[src/rtl/chunked_adder_if.sv]
// Operand/result bus for chunked_adder. The requester drives the operands
// and start; the adder returns the result, flags and status.
interface chunked_adder_if #(
  parameter int WIDTH = 32
);
  logic             start;
  logic             sub;
  logic [WIDTH-1:0] A;
  logic [WIDTH-1:0] B;
  logic             cin;
  logic [WIDTH-1:0] S;
  logic             cout;
  logic             ovf;
  logic             busy;
  logic             done;

  modport master (
    output start, sub, A, B, cin,
    input  S, cout, ovf, busy, done
  );

  modport slave (
    input  start, sub, A, B, cin,
    output S, cout, ovf, busy, done
  );
endinterface

[src/rtl/chunked_adder.sv]
// Multi-cycle adder/subtractor: adds CHUNK bits per clock, least
// significant chunk first, rippling the carry through a register.
// Subtraction is A + ~B + 1. Result and flags are registered and held
// until the next accepted start.
module chunked_adder #(
  parameter int WIDTH = 32,
  parameter int CHUNK = 4
) (
  input logic             clk,
  input logic             reset,
  chunked_adder_if.slave  bus
);
  localparam int N  = WIDTH / CHUNK;
  localparam int KW = (N > 1) ? $clog2(N) : 1;

  typedef enum logic [1:0] {IDLE, RUN, DONE} state_t;

  state_t           r_state;
  state_t           w_next;
  logic [WIDTH-1:0] r_a;
  logic [WIDTH-1:0] r_b;
  logic             r_carry;
  logic [KW-1:0]    r_k;
  logic [WIDTH-1:0] r_s;
  logic             r_cout;
  logic             r_ovf;

  logic             w_accept;
  logic             w_last;
  logic [CHUNK-1:0] w_a_chunk;
  logic [CHUNK-1:0] w_b_chunk;
  logic [CHUNK:0]   w_sum;
  logic             w_c_into_msb;

  assign w_accept  = bus.start && (r_state != RUN);
  assign w_last    = (r_k == KW'(N - 1));
  assign w_a_chunk = r_a[r_k*CHUNK +: CHUNK];
  assign w_b_chunk = r_b[r_k*CHUNK +: CHUNK];
  assign w_sum     = {1'b0, w_a_chunk} + {1'b0, w_b_chunk} + {{CHUNK{1'b0}}, r_carry};
  // Carry into the top bit recovered from its sum bit and operand bits.
  assign w_c_into_msb = w_a_chunk[CHUNK-1] ^ w_b_chunk[CHUNK-1] ^ w_sum[CHUNK-1];

  // State register.
  always_ff @(posedge clk or posedge reset) begin
    if (reset) r_state <= IDLE;
    else       r_state <= w_next;
  end

  // Next-state: start is honoured in IDLE and DONE, ignored in RUN.
  always_comb begin
    w_next = r_state;
    case (r_state)
      IDLE:    if (bus.start) w_next = RUN;
      RUN:     if (w_last)    w_next = DONE;
      DONE:    w_next = bus.start ? RUN : IDLE;
      default: w_next = IDLE;
    endcase
  end

  // Operand latch; B is stored already inverted for subtraction.
  always_ff @(posedge clk) begin
    if (w_accept) begin
      r_a <= bus.A;
      r_b <= bus.sub ? ~bus.B : bus.B;
    end
  end

  // Chunk sequencing, carry ripple, result and flag registers.
  always_ff @(posedge clk or posedge reset) begin
    if (reset) begin
      r_k     <= '0;
      r_carry <= 1'b0;
      r_s     <= '0;
      r_cout  <= 1'b0;
      r_ovf   <= 1'b0;
    end else if (w_accept) begin
      r_k     <= '0;
      r_carry <= bus.sub ? 1'b1 : bus.cin;
    end else if (r_state == RUN) begin
      r_s[r_k*CHUNK +: CHUNK] <= w_sum[CHUNK-1:0];
      r_carry <= w_sum[CHUNK];
      if (w_last) begin
        r_k    <= '0;
        r_cout <= w_sum[CHUNK];
        r_ovf  <= w_sum[CHUNK] ^ w_c_into_msb;
      end else begin
        r_k <= r_k + KW'(1);
      end
    end
  end

  assign bus.S    = r_s;
  assign bus.cout = r_cout;
  assign bus.ovf  = r_ovf;
  assign bus.busy = (r_state == RUN);
  assign bus.done = (r_state == DONE);
endmodule
[src/flat_wrapper.sv]
// flat-port wrapper written by rule: the top's interface ports become plain ports
module chunked_adder_flat 
#(
  parameter int WIDTH = 32,
  parameter int CHUNK = 4
)
  (clk, reset, bus_start, bus_sub, bus_A, bus_B, bus_cin, bus_S, bus_cout, bus_ovf, bus_busy, bus_done);
  chunked_adder_if #(.WIDTH(WIDTH)) bus_i ();
  input logic clk;
  input logic reset;
  input wire logic [$bits(bus_i.start)-1:0] bus_start;
  input wire logic [$bits(bus_i.sub)-1:0] bus_sub;
  input wire logic [$bits(bus_i.A)-1:0] bus_A;
  input wire logic [$bits(bus_i.B)-1:0] bus_B;
  input wire logic [$bits(bus_i.cin)-1:0] bus_cin;
  output wire logic [$bits(bus_i.S)-1:0] bus_S;
  output wire logic [$bits(bus_i.cout)-1:0] bus_cout;
  output wire logic [$bits(bus_i.ovf)-1:0] bus_ovf;
  output wire logic [$bits(bus_i.busy)-1:0] bus_busy;
  output wire logic [$bits(bus_i.done)-1:0] bus_done;
  assign bus_i.start = bus_start;
  assign bus_i.sub = bus_sub;
  assign bus_i.A = bus_A;
  assign bus_i.B = bus_B;
  assign bus_i.cin = bus_cin;
  assign bus_S = bus_i.S;
  assign bus_cout = bus_i.cout;
  assign bus_ovf = bus_i.ovf;
  assign bus_busy = bus_i.busy;
  assign bus_done = bus_i.done;
  chunked_adder #(.WIDTH(WIDTH), .CHUNK(CHUNK)) u_core (.clk(clk), .reset(reset), .bus(bus_i));
endmodule
[config.mk]
export PLATFORM = sky130hd
export DESIGN_NAME = chunked_adder_flat
export DESIGN_NICKNAME = d
export VERILOG_FILES = /design/src/rtl/chunked_adder_if.sv /design/src/rtl/chunked_adder.sv /design/src/flat_wrapper.sv
export SDC_FILE = /design/constraint.sdc
export NUM_CORES = 1
export LEC_CHECK = 0
export ABC_AREA = 1
export CAP_MARGIN = 10
export CORE_ASPECT_RATIO = 1.1
export CORE_MARGIN = 1.5
export CORE_UTILIZATION = 30
export CTS_BUF_LIST = sky130_fd_sc_hd__clkbuf_4
export DETAILED_ROUTE_END_ITERATION = 7
export PLACE_DENSITY = 0.58
export SLEW_MARGIN = 10
export SYNTH_ARGS = -nofsm -noshare
export SYNTH_HDL_FRONTEND = slang
export SYNTH_SLANG_ARGS = --single-unit
[constraint.sdc]
create_clock -name clk -period 9.25 [get_ports clk]
set_clock_uncertainty 0.15 [all_clocks]
set_input_delay 1.3875 -clock clk [delete_from_list [all_inputs] [get_ports clk]]
set_output_delay 1.3875 -clock clk [all_outputs]
set_load 0.005 [all_outputs]
==> metrics.yaml, run 1 <==
numCtsBuffers: 9
critPathLaunchType: "register"
final_cell_mix: "103 x clkdlybuf4s50_1, 85 x nand2_1, 64 x edfxtp_1"
post_cts_resize_count: 0
num_rows: 48
worstPathRequired_ns: 7.71
path_class: "register to primary output"
first_pass_iters: 4
ctsHoldBuffers: 0
synth_seq_cells: 104
wl_per_cell_microns: 13.7
fin_setup_tns_ns: 0
antenna_found_initial: 0
yosys_most_used_dff: "edfxtp_1"
syn_area_sq_um: 4760
drt-initial-drc-count: 183
crit_path_end_kind: "primary output"
tightestPinTransition_ns: 0.830
portBuffers: 104
die_area_sq_um: 16600
r2r_cells: 14
power.leakage_uw: 0.00241
hold_viol: 0
area_growth_pct: 28.3
min_period_over_period_pct: 37.1
grt_max_degree: 66
cellPowerDensity_nw_per_um2: 311
ys_warn_count: 0
synth_cell_types: 29
path_clk_slew_ns: 0.15
grt_pass1_wl_microns: 16800
gp_routability_congestion: 0.850
ir_drop_v: 0.000146
outcome: "completed"
vias_per_cell: 4.48
cap_violations: 0
track_usage_pct: 13.1
power_uw: 1900
fin_nets: 621
core-area_sq_um: 15600
cts_tree: "done"
finalCriticalPeriod_ns: 3.43
finalSetupViolations: 0
ios: 105
reg2reg_slack_ns: 5.95
vias: 3340
synth.avg_cell_area_sq_um: 10.9
clk-insertion-delay-late_ns: 0.46
critical_path_depth: 4
drt_wl_total_microns: 10200
max-clock-path-buffers: 2
post-route-drc-count: 0
cp_max_fo: 11
die_h_microns: 135
initial_core_util_pct: 30.5
arrival_ns: 1.89
r2r-end: "u_core.bus.ovf"
critical_path.top_delay_family: "buffers and inverters"
fmax_ghz: 0.291
syn_nets: 519
grt_pass1_vias: 3476
endpoint: "bus_busy"
drive_above_1_share_pct: 8.62
post_cts_buffers: 0
antenna_left: 0
synth-edff-count: 64
synthArstFlopShare_pct: 38.5
cts-htree-levels: 3
n_antenna_cell: 0
reg2reg_from: "u_core.r_k[0]"
detailed_place_hpwl_microns: 7700
clock-sinks: 104
cts-root-buf: "clkbuf_4"
seq_area_frac_synth_pct: 61.3
syn-instance-count: 438
hold_class: "register to register"
crit_path_max_incr_delay_ns: 0.59
overflow: 0
rsz0062_at_grt: "false"
cp_slowest_cell: "clkdlybuf4s50_1"
die_x_microns: 123
worstPathCellList: "inv_1, nand2_2, inv_2, clkdlybuf4s50_1"
crit_buf_inv: 3
relSlewSlack_pct: 44.7
layout_commonest_cell: "clkdlybuf4s50_1"
slew_viol_final: 0
cp-startpoint: "u_core.r_state[1]"
## synth_stat cells, types with 3 or more instances
library cell,instances,area [sq um]
a21oi_1,9,45.0
buf_2,9,45.0
buf_6,3,33.8
clkbuf_1,4,15.0
dfrtp_1,40,1000
edfxtp_1,64,1920
ha_1,10,125
inv_1,14,52.6
inv_2,8,30.0
nand2_1,85,319
nand2_2,4,25.0
nand3_1,12,60.1
nand4_1,6,37.5
nor2_1,47,176
nor2_4,5,56.3
o21ai_0,45,225
o21ai_1,11,55.1
o22ai_1,17,106
xor2_1,33,289
## worst min-delay path, cell delays in order, from the launching register on
cell,delay (ns)
dfrtp_1,0.38
nand2_1,0.05
nand2_1,0.05
## cell families after synthesis
group	after synthesis	share of synthesized area [%]
adders and majority gates	12	3.47
DFF	104	61.3
and+or+nand+nor	165	15.7
buffers and inverters	41	4.20
AOI/OAI and AO/OA	83	9.22
xor gates and xnor gates	33	6.07
## routing by layer
layer / global-route usage (%) / up-vias / share of wire (%)
met5: 0 / - / 0
met4: 3.51 / 0 / 1.4
met3: 3.03 / 15 / 6.2
met2: 22.7 / 94 / 50
met1: 16.3 / 1534 / 42
li1: - / 1697 / -
## power breakdown
part / switching, uW / internal, uW
combinational: 617 / 375
sequential: 68.3 / 628
clock: 154 / 62.1
total: 839 / 1070
## worst min-delay path by stage
stage	start	end	slack, ns	depth (start not counted)
after detailed placement	u_core.bus.S[7]	u_core.bus.S[7]	0.32	2
after CTS	u_core.bus.S[7]	u_core.bus.S[7]	0.35	2
final	u_core.bus.S[7]	u_core.bus.S[7]	0.35	2
after floorplan	u_core.bus.S[6]	u_core.bus.S[6]	0.32	2
after global routing	u_core.bus.S[7]	u_core.bus.S[7]	0.38	2
after global placement	u_core.bus.S[24]	u_core.bus.S[24]	0.32	2
## sequential cells by signal, indices dropped and copies added, names as in the netlist
signal and cells:
u_core.r_a 32, u_core.bus.cout 1, u_core.r_state 2, u_core.bus.ovf 1, u_core.bus.S 32, u_core.r_carry 1
u_core.r_k 3, u_core.r_b 32
## stage by stage
stage,hold slack [ns],util (%),std cells,setup slack (ns),cell area (sq um)
finish,0.351,39.2,745,5.82,6110
global route,0.381,39.2,745,5.64,6110
CTS,0.355,39.2,745,5.77,6110
detailed placement,0.317,38.3,729,5.89,5990
global placement,0.321,38.3,729,5.97,5990
floorplan,0.322,-,438,4.34,4760
## cell type report
type	count	area [sq um]
flip-flops and latches	104	2920
inverters	25	106
multi-input cells	293	1650
repair buffers	107	1060
clock buffers	10	75.1
fillers	1559	9500
well taps	200	250
clock inverters	6	52.6
(Power assumes the default switching activity.)
==> inputs of run 2 (changes only) <==
clock period = 3.2 ns   (was 9.25 ns; I/O delays follow)
==> run 2 against run 1 <==
Utilization is 0.27 points higher. Total power grew to 2.9 times the previous value. Routed wire length is 4.0% higher. Largest power group unchanged. Non-clock buffer count is 4 higher. Worst hold slack worse by 0.12 ns.
==> metrics.yaml, run 2 (synthesis results as in run 1) <==
outcome: "completed"
multi_input_area_sq_um: 1650
fmax_ghz: 0.341
min_period_over_period_pct: 91.7
p_comb_share_pct: 52.1
ios: 105
n_antenna_cell: 0
grt_pass1_vias: 3422
crit_path_end_kind: "register"
intPower_uw: 3160
arrival_ns: 3.12
die_x_microns: 123
path_class: "register to register"
cellPowerDensity_nw_per_um2: 905
critPathLaunchType: "register"
area_growth_pct: 29.2
finalCriticalPeriod_ns: 2.94
clock-sinks: 104
cts-htree-levels: 3
fin_cells: 749
relSlewSlack_pct: 39.4
cts-root-buf: "clkbuf_4"
vias_per_cell: 4.52
drt_wl_total_microns: 10600
pre_cts_ws_ns: 0.273
die_h_microns: 135
gp_routability_congestion: 0.855
numCtsBuffers: 9
grt_use_met2_pct: 23.3
post_cts_buffers: 0
antenna_left: 0
vias: 3383
ff_latch_area_sq_um: 2920
cp_max_fo: 20
wl_per_cell_microns: 14.2
grt_max_degree: 34
clk-insertion-delay-late_ns: 0.45
initial_core_util_pct: 30.5
rsz0062_at_grt: "false"
tightestPinTransition_ns: 0.909
power.leakage_uw: 0.00243
worstPathRequired_ns: 3.39
grt_pass1_wl_microns: 16900
cap_violations: 0
track_usage_pct: 13.3
dp.cells: 733
post-route-drc-count: 0
cts_tree: "done"
met3_usage_pct: 2.69
hold_class: "input pin to async pin"
overflow: 0
core-area_sq_um: 15600
final_cell_mix: "103 x clkdlybuf4s50_1, 85 x nand2_1, 64 x edfxtp_1"
layout_commonest_cell: "clkdlybuf4s50_1"
timing.final.ws_setup_ns: 0.264
p_switching_uw: 2410
die_area_sq_um: 16600
final.fill_count: 1588
clkPwrFrac_pct: 12.1
portBuffers: 104
drive_above_1_share_pct: 9.11
drt-initial-drc-count: 189
path_clk_slew_ns: 0.17
num_rows: 48
detailed_place_hpwl_microns: 8170
power_uw: 5570
finalSetupViolations: 0
hold_viol: 0
slew_viol_final: 0
use_met1_pct: 16.5
ir_drop_v: 0.000401
gr-max-usage-layer: "met2"
first_pass_iters: 4
fin_nets: 625
max-clock-path-buffers: 2
final_core_util_pct: 39.4
antenna_found_initial: 0
fin_setup_tns_ns: 0
swShare_pct: 43.3
pwr-share-seq_pct: 35.8
==> run 2: cell count changes in the layout (fill, tap and decap cells not counted) <==
cell,change
buf_2,-1
buf_4,+4
bufinv_16,+1
clkbuf_2,+1
clkbuf_4,-1
clkinv_1,+2
clkinv_4,-2
clkinvlp_4,+1
dfrtp_1,-1
dfrtp_2,+1
inv_6,-1
==> run 2: layout make-up <==
cell class                      count  share of cell area (%)
Inverter                           25                    1.73
Multi-Input combinational cell    293                    26.8
Timing Repair Buffer              111                    17.7
Sequential cell                   104                    47.5
Clock buffer                        9                    1.10
Tap cell                          200                    4.06
Clock inverter                      7                    1.16
==> run 2: power groups by stage <==
stage	Clock [uW]	Sequential, uW	Combinational [uW]
2_1_floorplan	0	2010	1870
3_3_place_gp	0	2030	2890
3_5_place_dp	0	2030	2940
4_1_cts	688	2000	2950
5_1_grt	735	2030	3290
6_report	673	2000	2900
==> run 2: critical path, stage by stage, from the launching register on <==
cell and delay [ns]:
dfrtp_1 0.38, buf_4 0.25, inv_4 0.15, o21ai_0 0.12
o22ai_1 0.09, nand2_1 0.06, nand2_1 0.08, fa_1 0.44
fa_1 0.42, nand2_1 0.11, nand2_1 0.07, a21oi_1 0.24
nand3_1 0.12, nand3_1 0.08, nand2_1 0.04
==> run 2: worst paths after layout <==
kind | start | end | slack, ns | depth (start not counted)
hold / removal | reset | u_core.bus.S[26] | 0.23 | 2
hold reg to reg | u_core.bus.ovf | u_core.bus.ovf | 0.35 | 2
setup / recovery | u_core.r_k[1] | u_core.bus.ovf | 0.26 | 14
min in group clk | u_core.bus.ovf | u_core.bus.ovf | 0.35 | 2
setup reg to reg | u_core.r_k[1] | u_core.bus.ovf | 0.26 | 14
max in group asynchronous | reset | u_core.r_k[0] | 1.86 | 3
==> run 2: layer usage <==
layer  wire [microns]  vias to the layer above  share of wire [%]
li1                 -                     1700                  -
met1             4620                     1579                 44
met5                0                        -                  0
met3              549                        9                5.2
met2             5330                       95                 50
met4              110                        0                1.0
==> run 2: repair_timing <==
action,in CTS,in global routing
endpoints found under the setup margin,0,3
hold buffers,0,0
endpoints found under the hold margin,0,0
gates resized for setup,0,1
==> run 2: metrics by stage <==
stage | cell area [sq um] | hold slack (ns)
6_report | 6160 | 0.230
2_1_floorplan | 4770 | 0.322
3_3_place_gp | 6020 | 0.317
3_5_place_dp | 6020 | 0.316
5_1_grt | 6160 | 0.291
4_1_cts | 6160 | 0.241
